===== config.mk =====
export PLATFORM = sky130hd
export DESIGN_NAME = rt_track_pipe
export DESIGN_NICKNAME = d
export VERILOG_FILES = /design/src/rtl/rt_track_pipe_pkg.sv /design/src/rtl/rt_stage_chain.sv /design/src/rtl/rt_track_pipe.sv
export SDC_FILE = /design/constraint.sdc
export NUM_CORES = 1
export LEC_CHECK = 0
export ABC_CLOCK_PERIOD_IN_PS = 800
export BUFFER_PORTS_ARGS = -buffer_cell sky130_fd_sc_hd__buf_4
export CAP_MARGIN = 10
export CELL_PAD_IN_SITES_DETAIL_PLACEMENT = 1
export CELL_PAD_IN_SITES_GLOBAL_PLACEMENT = 1
export CORE_MARGIN = 1
export CORE_UTILIZATION = 33
export CTS_CLUSTER_SIZE = 8
export DETAILED_ROUTE_END_ITERATION = 6
export PLACE_DENSITY = 0.85
export SLEW_MARGIN = 20
export SYNTH_ARGS = -nofsm -noshare
export SYNTH_HDL_FRONTEND = slang
export SYNTH_SLANG_ARGS = --single-unit
export TNS_END_PERCENT = 100

===== constraint.sdc =====
create_clock -name clk -period 0.8 [get_ports clk]
set_input_delay 0 -clock clk [delete_from_list [all_inputs] [get_ports clk]]
set_output_delay 0 -clock clk [all_outputs]
set_load 0.05 [all_outputs]

===== src/rtl/rt_track_pipe_pkg.sv =====
// Shared definitions for the rt destination-tracking pipeline.
// Holds the pipeline geometry, the unit-index encoding, the per-pipe
// legal-index masks and the stage entry type.
package rt_track_pipe_pkg;

    localparam int NSTAGE = 7;
    localparam int ADDR_W = 7;
    localparam int IDX_W  = 3;

    localparam logic [IDX_W-1:0] IDX_NONE   = 3'd0;
    localparam logic [IDX_W-1:0] IDX_SIMPLE = 3'd1;
    localparam logic [IDX_W-1:0] IDX_BYTE   = 3'd2;
    localparam logic [IDX_W-1:0] IDX_SPFP   = 3'd3;
    localparam logic [IDX_W-1:0] IDX_PERM2  = 3'd4;
    localparam logic [IDX_W-1:0] IDX_PERM   = 3'd5;
    localparam logic [IDX_W-1:0] IDX_LS     = 3'd6;
    localparam logic [IDX_W-1:0] IDX_DPMUL  = 3'd7;

    // Bit n set means unit index n may be issued on that pipe.
    // Index 0 (no write) is legal on both pipes.
    localparam logic [(1<<IDX_W)-1:0] EP_LEGAL_MASK = 8'b1001_1111;
    localparam logic [(1<<IDX_W)-1:0] OP_LEGAL_MASK = 8'b0110_0001;

    typedef struct packed {
        logic [ADDR_W-1:0] addr;
        logic [IDX_W-1:0]  idx;
    } rt_entry_t;

    function automatic logic idx_legal(input logic [IDX_W-1:0] idx,
                                       input logic [(1<<IDX_W)-1:0] mask);
        return mask[idx];
    endfunction

endpackage


===== src/rtl/rt_stage_chain.sv =====
// NSTAGE-deep shift register of rt entries for one issue pipe.
// Ports:
//   clk, rst        clock, asynchronous active-low reset
//   load_en         stage 1 takes load_entry when set, a bubble otherwise
//   load_entry      entry presented by the issuing instruction
//   stage[0..N-1]   registered entries, stage[0] is pipeline stage 1
module rt_stage_chain
    import rt_track_pipe_pkg::*;
(
    input  logic      clk,
    input  logic      rst,
    input  logic      load_en,
    input  rt_entry_t load_entry,
    output rt_entry_t stage [NSTAGE]
);

    always_ff @(posedge clk or negedge rst) begin
        if (!rst) begin
            for (int i = 0; i < NSTAGE; i++) begin
                stage[i] <= '0;
            end
        end else begin
            stage[0] <= load_en ? load_entry : '0;
            // Older stages always advance; nothing downstream can be killed.
            for (int i = 1; i < NSTAGE; i++) begin
                stage[i] <= stage[i-1];
            end
        end
    end

endmodule


===== src/rtl/rt_track_pipe.sv =====
// Destination-tracking pipeline for the dual-issue SPU.
// Tracks rt/unit-index of every instruction issued on the even (ep) and
// odd (op) pipes through 7 stages and requests register-file writeback
// from stage 7.
// Ports:
//   clk, rst                       clock, asynchronous active-low reset
//   issue_{rt,idx,wr}_{ep,op}      issuing instruction per pipe
//   flush                          kills the pair issuing this cycle
//   rf_addr_sN_*, rf_idx_sN_*      registered stage N contents (N=1..7)
//   wb_en_*, wb_addr_*             stage-7 writeback request
//   waw_err, idx_err               sticky error flags
module rt_track_pipe
    import rt_track_pipe_pkg::*;
(
    input  logic              clk,
    input  logic              rst,
    input  logic [ADDR_W-1:0] issue_rt_ep,
    input  logic [IDX_W-1:0]  issue_idx_ep,
    input  logic              issue_wr_ep,
    input  logic [ADDR_W-1:0] issue_rt_op,
    input  logic [IDX_W-1:0]  issue_idx_op,
    input  logic              issue_wr_op,
    input  logic              flush,
    output logic [ADDR_W-1:0] rf_addr_s1_ep, rf_addr_s2_ep, rf_addr_s3_ep, rf_addr_s4_ep,
    output logic [ADDR_W-1:0] rf_addr_s5_ep, rf_addr_s6_ep, rf_addr_s7_ep,
    output logic [IDX_W-1:0]  rf_idx_s1_ep, rf_idx_s2_ep, rf_idx_s3_ep, rf_idx_s4_ep,
    output logic [IDX_W-1:0]  rf_idx_s5_ep, rf_idx_s6_ep, rf_idx_s7_ep,
    output logic [ADDR_W-1:0] rf_addr_s1_op, rf_addr_s2_op, rf_addr_s3_op, rf_addr_s4_op,
    output logic [ADDR_W-1:0] rf_addr_s5_op, rf_addr_s6_op, rf_addr_s7_op,
    output logic [IDX_W-1:0]  rf_idx_s1_op, rf_idx_s2_op, rf_idx_s3_op, rf_idx_s4_op,
    output logic [IDX_W-1:0]  rf_idx_s5_op, rf_idx_s6_op, rf_idx_s7_op,
    output logic              wb_en_ep,
    output logic              wb_en_op,
    output logic [ADDR_W-1:0] wb_addr_ep,
    output logic [ADDR_W-1:0] wb_addr_op,
    output logic              waw_err,
    output logic              idx_err
);

    rt_entry_t ep_s [NSTAGE];
    rt_entry_t op_s [NSTAGE];

    logic legal_ep, legal_op;
    logic load_ep, load_op;
    logic bad_ep, bad_op;
    logic waw_hit;

    assign legal_ep = idx_legal(issue_idx_ep, EP_LEGAL_MASK);
    assign legal_op = idx_legal(issue_idx_op, OP_LEGAL_MASK);

    assign load_ep = !flush && issue_wr_ep && legal_ep;
    assign load_op = !flush && issue_wr_op && legal_op;

    // Flushed instructions never raise errors.
    assign bad_ep  = !flush && issue_wr_ep && !legal_ep;
    assign bad_op  = !flush && issue_wr_op && !legal_op;
    assign waw_hit = load_ep && load_op && (issue_rt_ep == issue_rt_op);

    rt_stage_chain u_chain_ep (
        .clk        (clk),
        .rst        (rst),
        .load_en    (load_ep),
        .load_entry ('{addr: issue_rt_ep, idx: issue_idx_ep}),
        .stage      (ep_s)
    );

    rt_stage_chain u_chain_op (
        .clk        (clk),
        .rst        (rst),
        .load_en    (load_op),
        .load_entry ('{addr: issue_rt_op, idx: issue_idx_op}),
        .stage      (op_s)
    );

    always_ff @(posedge clk or negedge rst) begin
        if (!rst) begin
            waw_err <= 1'b0;
            idx_err <= 1'b0;
        end else begin
            if (waw_hit)         waw_err <= 1'b1;
            if (bad_ep || bad_op) idx_err <= 1'b1;
        end
    end

    assign rf_addr_s1_ep = ep_s[0].addr;  assign rf_idx_s1_ep = ep_s[0].idx;
    assign rf_addr_s2_ep = ep_s[1].addr;  assign rf_idx_s2_ep = ep_s[1].idx;
    assign rf_addr_s3_ep = ep_s[2].addr;  assign rf_idx_s3_ep = ep_s[2].idx;
    assign rf_addr_s4_ep = ep_s[3].addr;  assign rf_idx_s4_ep = ep_s[3].idx;
    assign rf_addr_s5_ep = ep_s[4].addr;  assign rf_idx_s5_ep = ep_s[4].idx;
    assign rf_addr_s6_ep = ep_s[5].addr;  assign rf_idx_s6_ep = ep_s[5].idx;
    assign rf_addr_s7_ep = ep_s[6].addr;  assign rf_idx_s7_ep = ep_s[6].idx;

    assign rf_addr_s1_op = op_s[0].addr;  assign rf_idx_s1_op = op_s[0].idx;
    assign rf_addr_s2_op = op_s[1].addr;  assign rf_idx_s2_op = op_s[1].idx;
    assign rf_addr_s3_op = op_s[2].addr;  assign rf_idx_s3_op = op_s[2].idx;
    assign rf_addr_s4_op = op_s[3].addr;  assign rf_idx_s4_op = op_s[3].idx;
    assign rf_addr_s5_op = op_s[4].addr;  assign rf_idx_s5_op = op_s[4].idx;
    assign rf_addr_s6_op = op_s[5].addr;  assign rf_idx_s6_op = op_s[5].idx;
    assign rf_addr_s7_op = op_s[6].addr;  assign rf_idx_s7_op = op_s[6].idx;

    // Same-register writeback collision: the odd pipe wins.
    assign wb_en_op   = (op_s[NSTAGE-1].idx != IDX_NONE);
    assign wb_en_ep   = (ep_s[NSTAGE-1].idx != IDX_NONE) &&
                        !(wb_en_op && (ep_s[NSTAGE-1].addr == op_s[NSTAGE-1].addr));
    assign wb_addr_ep = ep_s[NSTAGE-1].addr;
    assign wb_addr_op = op_s[NSTAGE-1].addr;

endmodule


**Word-level counts from Yosys, hierarchy flattened**

Memory sizes are Yosys's and may differ from the RTL's.
Index checks and enable logic that the tools add are counted.

- Magnitude comparators: 2
- Equality and inequality tests: 2
- Multiplexer cells: 4
- Reductions and logical operators: 17

Operators with widths:

| operator | number |
|---|---|
| two-way mux 10 bit | 2 |
| == test 7 bit | 2 |
| logical AND 1 bit | 10 |
| less-than comparator 3 x 4 -> 1 bit (second input constant) | 2 |
| nonzero test 3 bit | 2 |
| logical NOT 1 bit | 4 |
| two-way mux 1 bit | 2 |
| logical OR 1 bit | 1 |

- Register bits after elaboration: 142
- ROM bits: 16
- Bits of input ports: 25
- Output and inout bits: 158
- Word-level logic and storage cells: 57
- Memories kept: 2

Memory list:

| memory | depth | bits a word | read ports | clocked after memory_dff | wr ports | line | text |
|---|---|---|---|---|---|---|---|
| (no name shown) | 8 | 1 | 1 | 0 | 0 | rt_track_pipe_pkg.sv:31 | `return mask[idx];` |
| (no name shown) | 8 | 1 | 1 | 0 | 0 | rt_track_pipe_pkg.sv:31 |  |

**Longest topological paths before layout**

Gate-level depths: netlist of run 1.

- Word-level depth: 5
- Gate-level depth with buffers: 5
- Gate-level depth less buffers: 5

**Cells and area by module**

A second synthesis of run 1 with hierarchy kept.

- Cell total of the unflattened synthesis: 207
- Area total of the unflattened synthesis: 4046.4 µm²

By module, submodules not included:

| module | times used | cells each | area each (µm²) | sequential area each (µm²) |
|---|---|---|---|---|
| rt_stage_chain | 2 | 80 | 1814.2 | 1751.7 |
| rt_track_pipe | 1 | 47 | 417.9 | 50.0 |

**Least setup slack after synthesis of run 1**

No wires, ideal clock.

- Path kind: reg-to-output
- Start point: register u_chain_op.stage[1] in the netlist's numbering
- End point: output port wb_en_ep
- Arrival time: 1.814 ns
- Data required time: 0.800 ns
- Setup slack: -1.014 ns
- Stages on the path, launching flop included: 4
- Path buffers: 0
- Path through: dfrtp_1 -> or3_1 -> nand4_1 -> o32a_1

- Word-level cells in the longest chain between the ends: 4

Ends and longest elaborated chain:

| element | line | text |
|---|---|---|
| start, declared | rt_stage_chain.sv:14 | `output rt_entry_t stage [NSTAGE]` |
| start signal, assigned by index | rt_stage_chain.sv:26 | `stage[i] <= stage[i-1];` |
| nonzero test 3 bit | rt_track_pipe.sv:102 | `assign wb_en_op = (op_s[NSTAGE-1].idx != IDX_NONE);` |
| named net wb_en_op | rt_track_pipe.sv:33 | `output logic wb_en_op,` |
| logical AND 1 bit | rt_track_pipe.sv:104 | `!(wb_en_op && (ep_s[NSTAGE-1].addr == op_s[NSTAGE-1].addr));` |
| logical NOT 1 bit | rt_track_pipe.sv:104 |  |
| logical AND 1 bit | rt_track_pipe.sv:103 | `assign wb_en_ep = (ep_s[NSTAGE-1].idx != IDX_NONE) &&` |
| end, declared | rt_track_pipe.sv:32 | `output logic wb_en_ep,` |

The timed path passes the listed nets, and every way through them passes these cells.

**Worst setup path in the final report of run 1**

- Start point: register u_chain_op.stage[1] in the netlist's numbering
- End point: output port wb_en_ep

- Word-level cells in the longest chain between the ends: 4

Ends and longest elaborated chain:

| element | line |
|---|---|
| nonzero test 3 bit | rt_track_pipe.sv:102 |
| logical AND 1 bit | rt_track_pipe.sv:104 |
| logical NOT 1 bit | rt_track_pipe.sv:104 |
| logical AND 1 bit | rt_track_pipe.sv:103 |

No other way between the ends.

==> impl_results.md, run 1 <==
* Die Y-Extent at about 110 um
* Leakage power at 4.11 nW
* Switching share of total power at 0.256
* Root buf cell: clkbuf_16
* Register area at about 3600 sq um
* CP bufs+invs at 1
* Commonest non-fill, non-tap cells in the layout: 151 x buf_6, 123 x dfrtp_1, 91 x buf_4
* Filler cells at approximately 1100
* Net switching power at about 0.0046 W
* Yosys top cell area share at 0.876
* Final std cells w/o fill at about 670
* Fin crit share at 2.03
* Syn_nets at between 200 and 250
* Core Box Area at 12000 sq um
* Post-route ant nets at 0
* Most common cell after layout, fill and taps aside: buf_6
* CTS tree: built
* FMAX at between 600 and 700 MHz
* Number of instances in the placed design at 551
* IO Pins at around 180
* Via count at 2851
* Multi-input logic area at approximately 480 sq um
* Combinational Power Share at 0.143
* Fin. max-slew vios at 0
* RSZ-0062 raised after global routing: yes
* DRT Pass-1 Iters at 4
* Final global-route overflow total at 0
* Initial core utilization at 0.338
* Post-Synthesis Cells at between 200 and 250
* Total Wirelength at around 13000 um
* Wire length per cell at 19.1 um
* Nets@finish at 538
* Clock Sink Count at 142
* Starting DRT DRC Count at 87
* Number of synthesized register bits at approximately 140
* First-pass GRT wire length at 18500 um
* Routed vias/inst at 4.24
* Clock share of power at 0.434
* Post-Syn Area at around 4000 sq um
* Largest net degree at the start of global routing at 30
* Hold slack at 0.00548 ns
* Initial antenna violation count at 0
* Clk buf depth at 2
* # setup viols final at around 160
* Worst Setup Start Kind: flip-flop
* Reg power frac at 0.424
* Dpl hpwl at between 7000 and 8000 um
* H-tree depth at 4
* FP Rows at 40
* Area growth, synth to finish at 96.5%
* Clk slew on worst S/H paths at 0.06 ns
* CP top delay family: simple AND/OR/NAND/NOR gates
* Total Die Area at roughly 13000 sq um
* Ranking of synthesized cells by area: dfrtp_1 88%, buf_4 2.6%, xor2_1 1.7%
* Max-Cap Viols at 0
* IO Port Bufs at roughly 180
* CP required at approximately 0.8 ns
* Final worst slack at -0.825 ns
* Vias in the first global route at between 3000 and 4000
* Unique masters post-synth at 23
* Critical Path, Cell by Cell: or3_4 > nand4_1 > o32a_4 > buf_8
* Cell taking the most area after synthesis: dfrtp_1
* Status: finished with violations
* Proportion of layout cells with a drive suffix above 1 at 0.659
* Crit path DAT at roughly 1.6 ns
* Final-report hold violation count at 0
* TritonCTS Buffers at 17
* Max incr delay on CP at around 0.4 ns
* Fin crit period at 1.63 ns
* CP endpoint kind: output port
* Failing checks: setup timing
* Clk Latency, worst-skew pair at 0.40 ns
* Antenna cells at 0
* Slew headroom at 0.789
* Die width at around 110 um
* Crit path max fanout at 2
* RePlAce Congestion at between 0.6 and 0.7
* Syn avg cell area at 19.3 sq um
* Worst hold-check path type: in2reg
* Seq/Total Area, Yosys at 0.876
* Ys Warns at 0
* DRC viols at 0
* Total track usage at 0.201
* Slew at the pin with the worst max-slew slack at around 0.32 ns
* Max IR drop VDD at roughly 1100 uV
* Cell Int Power at about 0.013 W
* Slowest CP cell: dfrtp_2
* Post-route clock skew at roughly 0.012 ns
* WS Path Type: reg2out
* PD cells at 2260 nW/um^2
[state kept, by name, indices dropped and copies added, names as in the netlist]
signal            count
u_chain_ep.stage     70
idx_err               1
waw_err               1
u_chain_op.stage     70
[Yosys cell counts]
library cell,number
o32a_1,1
ha_1,1
a41o_1,1
a21oi_1,1
inv_1,3
and2_2,9
nand2_1,1
or3_1,1
xnor2_1,7
and4_2,1
o21ai_0,1
nor3b_2,1
nor3_1,1
nand2b_1,1
xor2_1,8
nand4_1,2
nor4_1,1
and2_1,10
mux2i_1,1
dfrtp_1,142
a31oi_1,1
buf_4,14
clkbuf_2,1
[logic make-up after synthesis]
group           Yosys count  share of synthesized area
flops                   142                      0.876
fa+ha+maj                 1                    0.00308
buf+inv                  18                     0.0299
xor+xnor                 15                     0.0324
mux                       1                    0.00247
simple gates             28                     0.0475
compound gates            5                    0.00894
[power groups by stage]
stage | Sequential [W] | Clock [W] | Combinational [W]
2_1_floorplan | 0.00851 | 0 | 0.000301
3_3_place_gp | 0.00769 | 0 | 0.00196
3_5_place_dp | 0.00771 | 0 | 0.00199
4_1_cts | 0.00762 | 0.00792 | 0.00243
5_1_grt | 0.00765 | 0.00830 | 0.00267
6_report | 0.00763 | 0.00781 | 0.00257
[per-stage QoR]
stage | utilization | power, W | TNS, ns | area (sq um) | setup slack, ns
after global routing | 0.664 | 0.0186 | -36.72 | 7970 | -0.892
after floorplan | - | 0.00881 | -1.84 | 4130 | -0.575
after detailed placement | 0.484 | 0.00970 | -9.01 | 5810 | -0.529
after global placement | 0.484 | 0.00964 | -8.00 | 5810 | -0.467
after CTS | 0.643 | 0.0180 | -38.41 | 7720 | -0.820
final | 0.664 | 0.0180 | -30.95 | 7970 | -0.825
[repair_timing]
| action | in CTS | in global routing |
|---|---|---|
| gates resized for setup | 198 | 21 |
| setup endpoints to repair | 168 | 179 |
| hold buffers | 23 | 2 |
| gates cloned | 0 | 1 |
| pin swaps | 1 | 3 |
| endpoints found under the hold margin | 163 | 5 |
| setup buffers | 46 | 23 |
[worst reg2reg max path: cells and delay by family (launching register included)]
| kind | cells | cell delay (ns) |
|---|---|---|
| flops | 1 | 0.42 |
| compound gates | 2 | 0.21 |
| buf+inv | 1 | 0.12 |
[final timing paths]
kind | to | start | cells after the start | slack, ns
setup / recovery | wb_en_ep | u_chain_op.stage[1] | 4 | -0.83
hold / removal | u_chain_ep.stage[65] | issue_idx_ep[2] | 3 | 0.005
setup reg to reg | idx_err | idx_err | 3 | -0.07
hold reg to reg | u_chain_op.stage[10] | u_chain_op.stage[20] | 0 | 0.39
max in group asynchronous | u_chain_op.stage[38] | rst | 3 | 0.28
min in group asynchronous | u_chain_ep.stage[65] | rst | 2 | 0.05
[layer usage]
metal / vias to the layer above / wire, um / share of wire / GRT usage
li1: 1265 / - / - / -
met1: 1449 / 4360 / 0.34 / 0.196
met2: 122 / 7630 / 0.59 / 0.398
met3: 15 / 643 / 0.050 / 0.0541
met4: 0 / 212 / 0.017 / 0.0772
met5: - / 0 / 0 / 0
[cell type report]
type                            count  area share
Sequential cell                   142       0.449
Inverter                            3     0.00298
Clock buffer                       22      0.0607
Clock inverter                     10      0.0140
Tap cell                          147      0.0231
Timing Repair Buffer              297       0.390
Multi-Input combinational cell     51      0.0604
(Power assumes the default switching activity.)
==> run 2, diff against run 1 <==
- ABC_CLOCK_PERIOD_IN_PS: 800 -> 1600
- BUFFER_PORTS_ARGS: -buffer_cell sky130_fd_sc_hd__buf_4 -> unset
- CORE_UTILIZATION: 33 -> 48
- DONT_BUFFER_PORTS: unset -> 1
- PLACE_DENSITY: 0.85 -> 0.86
- SLEW_MARGIN: 20 -> 40
- clock period: 0.8 -> 1.6 ns (I/O delays scaled with it)
==> impl_results.md, run 2 (synthesis gave the netlist of run 1 again) <==
* Fin crit share at 1.05
* Crit path DAT at 1.68 ns (+0.05 ns)
* Crit path launch: u_chain_op.stage[0]
* CTS tree: built
* Fin. max-slew vios at 0 (unchanged)
* CP endpoint kind: output port
* CP top delay family: simple AND/OR/NAND/NOR gates
* Nets@finish at 305 (-43%)
* IO Port Bufs at 0 (-100%)
* Switching share of total power at 0.267 (+0.0111)
* Core Box Area at 8220 sq um (-32%)
* Clock Sink Count at 142 (unchanged)
* Hold slack at -0.816 ns (-0.821 ns)
* Final worst slack at -0.0823 ns (+0.743 ns)
* Worst hold-check path type: in2async
* Root buf cell: clkbuf_8
* Die Y-Extent at 93.9 um (-17%)
* DRT Pass-1 Iters at 4 (unchanged)
* Post-route ant nets at 0 (unchanged)
* Proportion of layout cells with a drive suffix above 1 at 0.271 (-0.388)
* Die width at 93.9 um (-17%)
* Total track usage at 0.249 (+0.0483)
* WP depth at 3 (-1)
* Status: finished with violations
* IO Pins at 183 (unchanged)
* CP required at 1.60 ns (+0.80 ns)
* Final global-route overflow total at 0 (unchanged)
* FMAX at slightly below 600 MHz
* Dpl hpwl at 6240 um (-19%)
* Slew at the pin with the worst max-slew slack at 0.552 ns (+0.236 ns)
* Clk buf depth at 2 (unchanged)
* RSZ-0062 raised after global routing: yes
* FP Rows at 33 (-18%)
* Cell Int Power at 0.00612 W (-54%)
* RePlAce Congestion at 0.670 (-3.5%)
* Area growth, synth to finish at 30.0%
* Most common cell after layout, fill and taps aside: dfrtp_1
* # setup viols final at 1 (-99%)
* Total Wirelength at 10200 um (-21%)
* Setup crit end: wb_en_ep
* Starting DRT DRC Count at 56 (-36%)
* First-pass GRT wire length at 15000 um (-19%)
* Max incr delay on CP at 0.39 ns (about the same)
* Largest net degree at the start of global routing at 143 (+380%)
* WS Path Type: reg2out
* Initial core utilization at 0.494 (+0.156)
* Post-placement cell area at 4300 sq um (-26%)
* Max-Cap Viols at 0 (unchanged)
* Post-route clock skew at 0.0122 ns (+0.000335 ns)
* Vias in the first global route at 2255 (-31%)
* PD cells at 1580 nW/um^2 (-30%)
* Design area at 5280 sq um (-34%)
* Leakage power at 2.73 nW (-34%)
* Fin crit period at 1.68 ns
* Via count at 1999 (-30%)
* Clk slew on worst S/H paths at 0.07 ns (about the same)
* FF-to-FF setup slack at 0.29 ns (+0.36 ns)
* Wire length per cell at 25.7 um (+34%)
* H-tree depth at 4 (unchanged)
* R2r worst-path depth at 3 (unchanged)
* Final-report hold violation count at 142 (+142)
* Routed vias/inst at 5.04 (+19%)
* Critical Path, Cell by Cell: or3_4 > nand4_1 > o32a_4
* Slowest CP cell: dfrtp_1
* Combinational Power Share at 0.042 (-0.101)
* Post-CTS Hold Fix Bufs at 33 (+43%)
* DRC viols at 0 (unchanged)
* Net switching power at 0.00223 W (-52%)
* TritonCTS Buffers at 17 (unchanged)
* Failing checks: hold timing, setup timing
* Biggest regs: u_chain_ep.stage x70, u_chain_op.stage x70
* Clock share of power at 0.461 (+0.027)
* Initial antenna violation count at 0 (unchanged)
* Max IR drop VDD at 923 uV (-14%)
* Total Die Area at 8820 sq um (-31%)
* Crit path max fanout at 2 (unchanged)
* Worst Setup Start Kind: flip-flop
* Reg power frac at 0.497 (+0.073)
* Slew headroom at 0.632 (-0.157)
* R2r startpoint: idx_err
* Antenna cells at 0 (unchanged)
* CP bufs+invs at 0 (-1)
* Commonest non-fill, non-tap cells in the layout: 142 x dfrtp_1, 33 x dlygate4sd3_1, 31 x buf_4
* Clk Latency, worst-skew pair at 0.51 ns (+0.11 ns)
* R2R Path End: idx_err
-- run 2: what timing repair did --
action | CTS | global route
setup endpoints to repair | 1 | 2
hold endpoints to repair | 164 | 142
gates resized for setup | 2 | 2
pin swaps | 3 | 1
buffers inserted | 3 | 0
-- run 2: routing by layer --
layer / routed length (um) / GRT usage / vias up / share of wire
li1: - / - / 804 / -
met1: 3320 / 0.256 / 1061 / 0.33
met2: 5670 / 0.443 / 121 / 0.56
met3: 995 / 0.0922 / 13 / 0.098
met4: 200 / 0.123 / 0 / 0.020
met5: 0 / 0 / - / 0
-- run 2: worst min-delay path by stage --
stage	start	end	slack [ns]	cells after the start
3_5_place_dp	rst	u_chain_ep.stage[33]	-0.29	0
5_1_grt	rst	u_chain_op.stage[26]	-0.85	0
6_report	rst	u_chain_ep.stage[38]	-0.82	0
3_3_place_gp	rst	u_chain_ep.stage[33]	-0.29	0
2_1_floorplan	rst	idx_err	-0.30	0
4_1_cts	rst	u_chain_ep.stage[33]	-0.84	0
-- run 2: cell type report --
cell class	instances	area [sq um]
multi-input combinational	50	412
clock buffer	18	428
sequential	142	3550
fill	703	2940
clock inverter	14	161
inverter	3	11.3
tap	105	131
timing repair buffer	65	578
-- run 2: power by group through the flow --
stage	Clock (W)	Sequential (W)	Combinational (W)
after global placement	0	0.00419	0.000266
after floorplan	0	0.00425	0.000138
after global routing	0.00408	0.00416	0.000369
final	0.00385	0.00415	0.000350
after detailed placement	0	0.00421	0.000271
after CTS	0.00390	0.00415	0.000346
-- run 2: metrics by stage --
stage                     TNS [ns]  utilization  cells  worst slack [ns]  total power [W]
after detailed placement         0        0.524    329             0.405          0.00448
after CTS                   -0.101        0.640    397           -0.0621          0.00839
after global routing        -0.148        0.642    397            -0.122          0.00862
after floorplan                  0            -    210             0.112          0.00439
final                      -0.0823        0.642    397           -0.0823          0.00835
after global placement           0        0.524    329             0.478          0.00446
